File: config.mk
export PLATFORM = sky130hd
export DESIGN_NAME = i2s_audio_receiver
export DESIGN_NICKNAME = d
export VERILOG_FILES = /design/src/rtl/i2s_audio_receiver.sv
export SDC_FILE = /design/constraint.sdc
export NUM_CORES = 1
export LEC_CHECK = 0
export CELL_PAD_IN_SITES_DETAIL_PLACEMENT = 1
export CELL_PAD_IN_SITES_GLOBAL_PLACEMENT = 2
export CORE_ASPECT_RATIO = 1.75
export CORE_MARGIN = 5
export CORE_UTILIZATION = 43
export DETAILED_ROUTE_END_ITERATION = 8
export MAX_ROUTING_LAYER = met4
export PLACE_DENSITY_LB_ADDON = 0.1
export RECOVER_POWER = 25
export SLEW_MARGIN = 25
export SYNTH_ARGS = -nofsm -noshare
export SYNTH_HDL_FRONTEND = slang
export SYNTH_SLANG_ARGS = --single-unit
File: constraint.sdc
create_clock -name clk -period 4.65 [get_ports clk]
set_clock_uncertainty 0.1 [all_clocks]
set_input_delay 1.1625 -clock clk [delete_from_list [all_inputs] [get_ports clk]]
set_output_delay 1.1625 -clock clk [all_outputs]
set_load 0.02 [all_outputs]
File: src/rtl/i2s_audio_receiver.sv
// I2S stereo receiver: synchronises BCLK/LRCLK/DATA into clk, deserialises
// MSB-first samples and presents registered L/R pairs with a one-cycle strobe.
module i2s_audio_receiver #(
    parameter int SAMPLE_BITS = 16,
    parameter int SLOT_BITS   = 32,
    parameter int SYNC_STAGES = 2
) (
    input  logic                   clk,
    input  logic                   reset,
    input  logic                   i2s_bclk,
    input  logic                   i2s_lrclk,
    input  logic                   i2s_data,
    output logic [SAMPLE_BITS-1:0] l_audio_signal,
    output logic [SAMPLE_BITS-1:0] r_audio_signal,
    output logic                   audio_enable,
    output logic                   frame_error,
    output logic                   locked
);
    localparam int CW = $clog2(SLOT_BITS + 1);
    localparam logic [CW-1:0] CNT_LAST     = CW'(SAMPLE_BITS - 1);
    localparam logic [CW-1:0] CNT_SAMPLE   = CW'(SAMPLE_BITS);
    localparam logic [CW-1:0] CNT_SLOT_END = CW'(SLOT_BITS - 1);
    localparam logic [CW-1:0] CNT_SAT      = CW'(SLOT_BITS);

    typedef enum logic [1:0] {HUNT = 2'd0, LEFT = 2'd1, RIGHT = 2'd2} state_t;
    state_t state, state_nxt;

    logic [SYNC_STAGES-1:0] bclk_sync, lr_sync, data_sync;
    logic                   bclk_d, lr_prev, l_valid, commit;
    logic [CW-1:0]          slot_cnt;
    logic [SAMPLE_BITS-2:0] shreg;
    logic [SAMPLE_BITS-1:0] l_hold, r_hold, word;

    logic sync_bclk, sync_lr, sync_data;
    logic rise, change, data_rise, last_bit, slot_ok;
    logic store_left, commit_nxt, frame_err_nxt;

    assign sync_bclk = bclk_sync[SYNC_STAGES-1];
    assign sync_lr   = lr_sync[SYNC_STAGES-1];
    assign sync_data = data_sync[SYNC_STAGES-1];

    assign rise      = sync_bclk & ~bclk_d;
    assign change    = rise & (sync_lr ^ lr_prev);
    assign data_rise = rise & ~change;
    assign last_bit  = data_rise & (slot_cnt == CNT_LAST);
    // Slot of SLOT_BITS BCLKs = one change rise plus SLOT_BITS-1 counted rises.
    assign slot_ok   = (slot_cnt == CNT_SLOT_END);
    assign word      = {shreg, sync_data};
    assign locked    = (state != HUNT);

    always_ff @(posedge clk or negedge reset) begin
        if (!reset) state <= HUNT;
        else        state <= state_nxt;
    end

    always_comb begin
        state_nxt     = state;
        store_left    = 1'b0;
        commit_nxt    = 1'b0;
        frame_err_nxt = 1'b0;
        case (state)
            HUNT: begin
                if (change && !sync_lr) state_nxt = LEFT;
            end
            LEFT: begin
                store_left = last_bit;
                if (change) begin
                    if (slot_ok) begin
                        state_nxt = RIGHT;
                    end else begin
                        state_nxt     = HUNT;
                        frame_err_nxt = 1'b1;
                    end
                end
            end
            RIGHT: begin
                commit_nxt = last_bit & l_valid;
                if (change) begin
                    if (slot_ok) begin
                        state_nxt = LEFT;
                    end else begin
                        state_nxt     = HUNT;
                        frame_err_nxt = 1'b1;
                    end
                end
            end
            default: state_nxt = HUNT;
        endcase
    end

    always_ff @(posedge clk or negedge reset) begin
        if (!reset) begin
            bclk_sync      <= '0;
            lr_sync        <= '0;
            data_sync      <= '0;
            bclk_d         <= 1'b0;
            lr_prev        <= 1'b0;
            slot_cnt       <= '0;
            shreg          <= '0;
            l_hold         <= '0;
            r_hold         <= '0;
            l_valid        <= 1'b0;
            commit         <= 1'b0;
            audio_enable   <= 1'b0;
            frame_error    <= 1'b0;
            l_audio_signal <= '0;
            r_audio_signal <= '0;
        end else begin
            bclk_sync    <= {bclk_sync[SYNC_STAGES-2:0], i2s_bclk};
            lr_sync      <= {lr_sync[SYNC_STAGES-2:0], i2s_lrclk};
            data_sync    <= {data_sync[SYNC_STAGES-2:0], i2s_data};
            bclk_d       <= sync_bclk;
            frame_error  <= frame_err_nxt;
            commit       <= commit_nxt;
            audio_enable <= commit;
            if (commit) begin
                l_audio_signal <= l_hold;
                r_audio_signal <= r_hold;
            end
            if (rise) lr_prev <= sync_lr;
            if (change) begin
                slot_cnt <= '0;
            end else if (data_rise) begin
                if (slot_cnt < CNT_SAMPLE) shreg <= word[SAMPLE_BITS-2:0];
                if (slot_cnt != CNT_SAT)   slot_cnt <= slot_cnt + CW'(1);
            end
            // A left word only pairs with the right slot that directly follows it.
            if (state_nxt == HUNT || (change && state == RIGHT)) l_valid <= 1'b0;
            if (store_left) begin
                l_hold  <= word;
                l_valid <= 1'b1;
            end
            if (commit_nxt) begin
                r_hold  <= word;
                l_valid <= 1'b0;
            end
        end
    end
endmodule

==> out/qor.txt <==
status -> finished, violations left
violated checks -> capacitance limit, slew limit
main area contributors after synthesis -> dfrtp_1, mux2_2, mux2_4, ha_1, inv_1
n_diodes -> 0
Worst slew margin -> -15.7%
GR Util met3 -> 3.71%
First-pass DRT Iterations -> 7
Initial Utilization -> 43.8%
total vias in the final route -> 2193
initial antenna violation count -> 0
grt ovf -> 0
flops & latches, synth -> 99
Starting DRT DRC Count -> 88
Routability Congestion -> 0.778
M2 GR Usage -> 25.8%
worst hold path class -> reg2reg
Post-CTS Repair Setup Buffers -> 0
P&R area growth vs syn -> 20.8%
actual slew at the worst max-slew pin -> 1.74 ns
power density cells -> 400 nW/um^2
Worst EP required -> 3.39 ns
DRC viols -> 0
I/O Buffers -> 39
Worst Setup End Kind -> output pin
Std-Cell Rows -> 46
TNS Setup -> 0 ns
number of global-route vias before repair -> 2518
clock slew at reported path FFs -> 0.06 ns
Die Ht -> 136 um
grt met1 use -> 18.5%
Post-DRT Antenna Nets -> 0
post-synthesis sequential area ratio -> 63.0%
Worst Path Arrival -> 1.77 ns
final-report max-slew violation count -> 33
Syn Nets -> 270
Syn Std Cell Area -> 3930 sq um
Die Span X -> 82.3 um
Max FO, Critical Path -> 4
GRT Total Usage -> 15.7%
crit share post-route -> 65.3%
Longest Clk Path Bufs -> 2
Die ar. -> 11200 sq um
Fin Hold WS -> 0.255 ns
syn_area_per_cell -> 15.2 sq um
largest area contributor in the netlist -> dfrtp_1
min-delay src -> lr_sync[0]$_DFF_PN0_
Setup Viol. Count Final -> 0
library cells used by synthesis -> 37
clock tree from TritonCTS -> done
hold depth -> 0
post-CTS sizing -> 0
Max Cap Viol -> 1
DR WL/cell -> 17.3 um
Final #Nets -> 314
top-area cell type share of the netlist area -> 63.0%
Root Driver -> clkbuf_16
synthesized instance count -> 259
first-pass GRT wire length -> 12.9 mm
vias per cell -> 5.12
largest net degree at the start of global routing -> 57
worst ir drop on vdd -> 0.000232 V
H-tree levels -> 3
crit path time final -> 3.03 ns
global route hottest layer -> met2
RSZ-0062 raised after global routing -> no
Leakage Power -> 2.29 nW
startpoint types -> flip-flop
final hold vios -> 0
Fmax -> 330 MHz
Core Region -> 8980 sq um
CP startpoint -> state[0]$_DFF_PN0_
CTS sink count -> 99
WS Path Type -> reg2out
drt total wl -> 7.41 mm
hold_buf cts -> 0
Skew-Pair Late Insertion Delay -> 0.34 ns
worst r2r src -> slot_cnt[5]$_DFFE_PN0P_
I/O pin total -> 40
yosys warns -> 0
DP Wirelength -> 5.13 mm
cts bufs inserted -> 9
layout cells sized above 1 -> 32.1%
Reg2Reg Depth -> 4
## cells by family (layout without fill, tap and decap cells)
kind of cell | Yosys count | in the layout | share of synthesized area [%]
AND/OR/NAND/NOR | 35 | 35 | 5.57
flip-flops | 99 | 99 | 63.0
AO/OA/AOI/OAI | 18 | 18 | 3.12
multiplexers | 79 | 79 | 23.5
adder cells (fa/ha/maj) | 6 | 6 | 1.91
XOR/XNOR | 2 | 2 | 0.637
buffers and inverters | 20 | 69 | 2.23
## sequential cells by signal, indices dropped and copies added, names as in the netlist
register,count
frame_error,1
l_hold,16
r_hold,16
l_valid,1
shreg,15
lr_sync,2
commit,1
data_sync,2
r_audio_signal,16
slot_cnt,6
bclk_d,1
lr_prev,1
audio_enable,1
state,2
bclk_sync,2
l_audio_signal,16
## final cells by class
type                       instances  area (sq um)
timing repair buffer              43           414
multi-input combinational        140          1370
clock buffer                      14           244
sequential                        99          2480
inverter                          10          37.5
clock inverter                     2          60.1
tap                              120           150
fill                             895          4230
## per-layer routing
layer,up-vias,part of all wire [%]
met4,0,1.4
met3,10,2.9
met2,38,55
met1,1151,41
li1,994,-
met5,-,0
## synthesized netlist by cell type
master,n
o2bb2ai_1,1
nand3_1,4
nor4_4,1
buf_2,1
or4bb_1,1
mux2_4,9
xor2_2,1
nor2_1,5
nor3_1,1
a211oi_1,1
xnor2_1,1
and2_0,1
buf_1,3
o21ai_0,4
buf_4,1
or3b_4,1
inv_1,10
nand2_1,9
or3_1,4
ha_1,6
a21oi_1,4
nand2_4,1
a222oi_1,1
clkbuf_1,4
nor3b_1,1
nand2b_1,1
o31ai_1,2
nor3_4,1
mux2_2,70
nor2b_1,1
a31oi_1,1
and3_1,2
a311oi_1,3
o32ai_1,1
dfrtp_1,99
nand4_1,1
buf_6,1
## stage by stage
| stage | setup WS [ns] | utilization (%) | instance area, sq um | cells | power, mW |
|---|---|---|---|---|---|
| 2_1_floorplan | 2.56 | - | 3930 | 259 | 1.08 |
| 3_3_place_gp | 2.05 | 49.5 | 4450 | 412 | 1.15 |
| 3_5_place_dp | 1.97 | 49.5 | 4450 | 412 | 1.16 |
| 4_1_cts | 1.60 | 52.9 | 4750 | 428 | 1.93 |
| 5_1_grt | 1.53 | 52.9 | 4750 | 428 | 1.99 |
| 6_report | 1.62 | 52.9 | 4750 | 428 | 1.90 |
## worst max-delay path, cell delays in order, from the launching register on
cell	delay, ns
dfrtp_1	0.41
inv_1	0.11
ha_1	0.24
inv_1	0.08
clkdlybuf4s50_1	0.60
## report_power, final
part | switching, mW | leakage [nW] | total (mW) | internal, mW
clock network | 0.290 | 0.145 | 0.763 | 0.473
logic | 0.0870 | 0.794 | 0.161 | 0.0738
registers | 0.0594 | 1.35 | 0.976 | 0.917
total | 0.436 | 2.29 | 1.90 | 1.46
## path summary, 6_finish.rpt
check,slack (ns),end
max in group asynchronous,2.86,shreg[0]$_DFFE_PN0P_
min reg2reg,0.26,lr_sync[1]$_DFF_PN0_
min,0.26,lr_sync[1]$_DFF_PN0_
max reg2reg,2.12,r_hold[6]$_DFFE_PN0P_
max,1.62,locked
min in group asynchronous,0.77,shreg[4]$_DFFE_PN0P_
## layout by cell type (no fill, tap or decap), drive strengths merged
master,n
a311oi,3
or3b,1
nor3b,1
nor3,2
nand2,10
and3,2
nand4,1
bufinv,2
o21ai,4
ha,6
nand3,4
or4bb,1
mux2,79
nand2b,1
a222oi,1
dfrtp,99
and2,1
clkbuf,15
xnor2,1
a21oi,4
o2bb2ai,1
xor2,1
a211oi,1
or3,4
nor2,5
nor4,1
a31oi,1
clkdlybuf4s50,35
dlygate4sd3,3
nor2b,1
o31ai,2
buf,4
inv,10
o32ai,1
(Power assumes the default switching activity.)
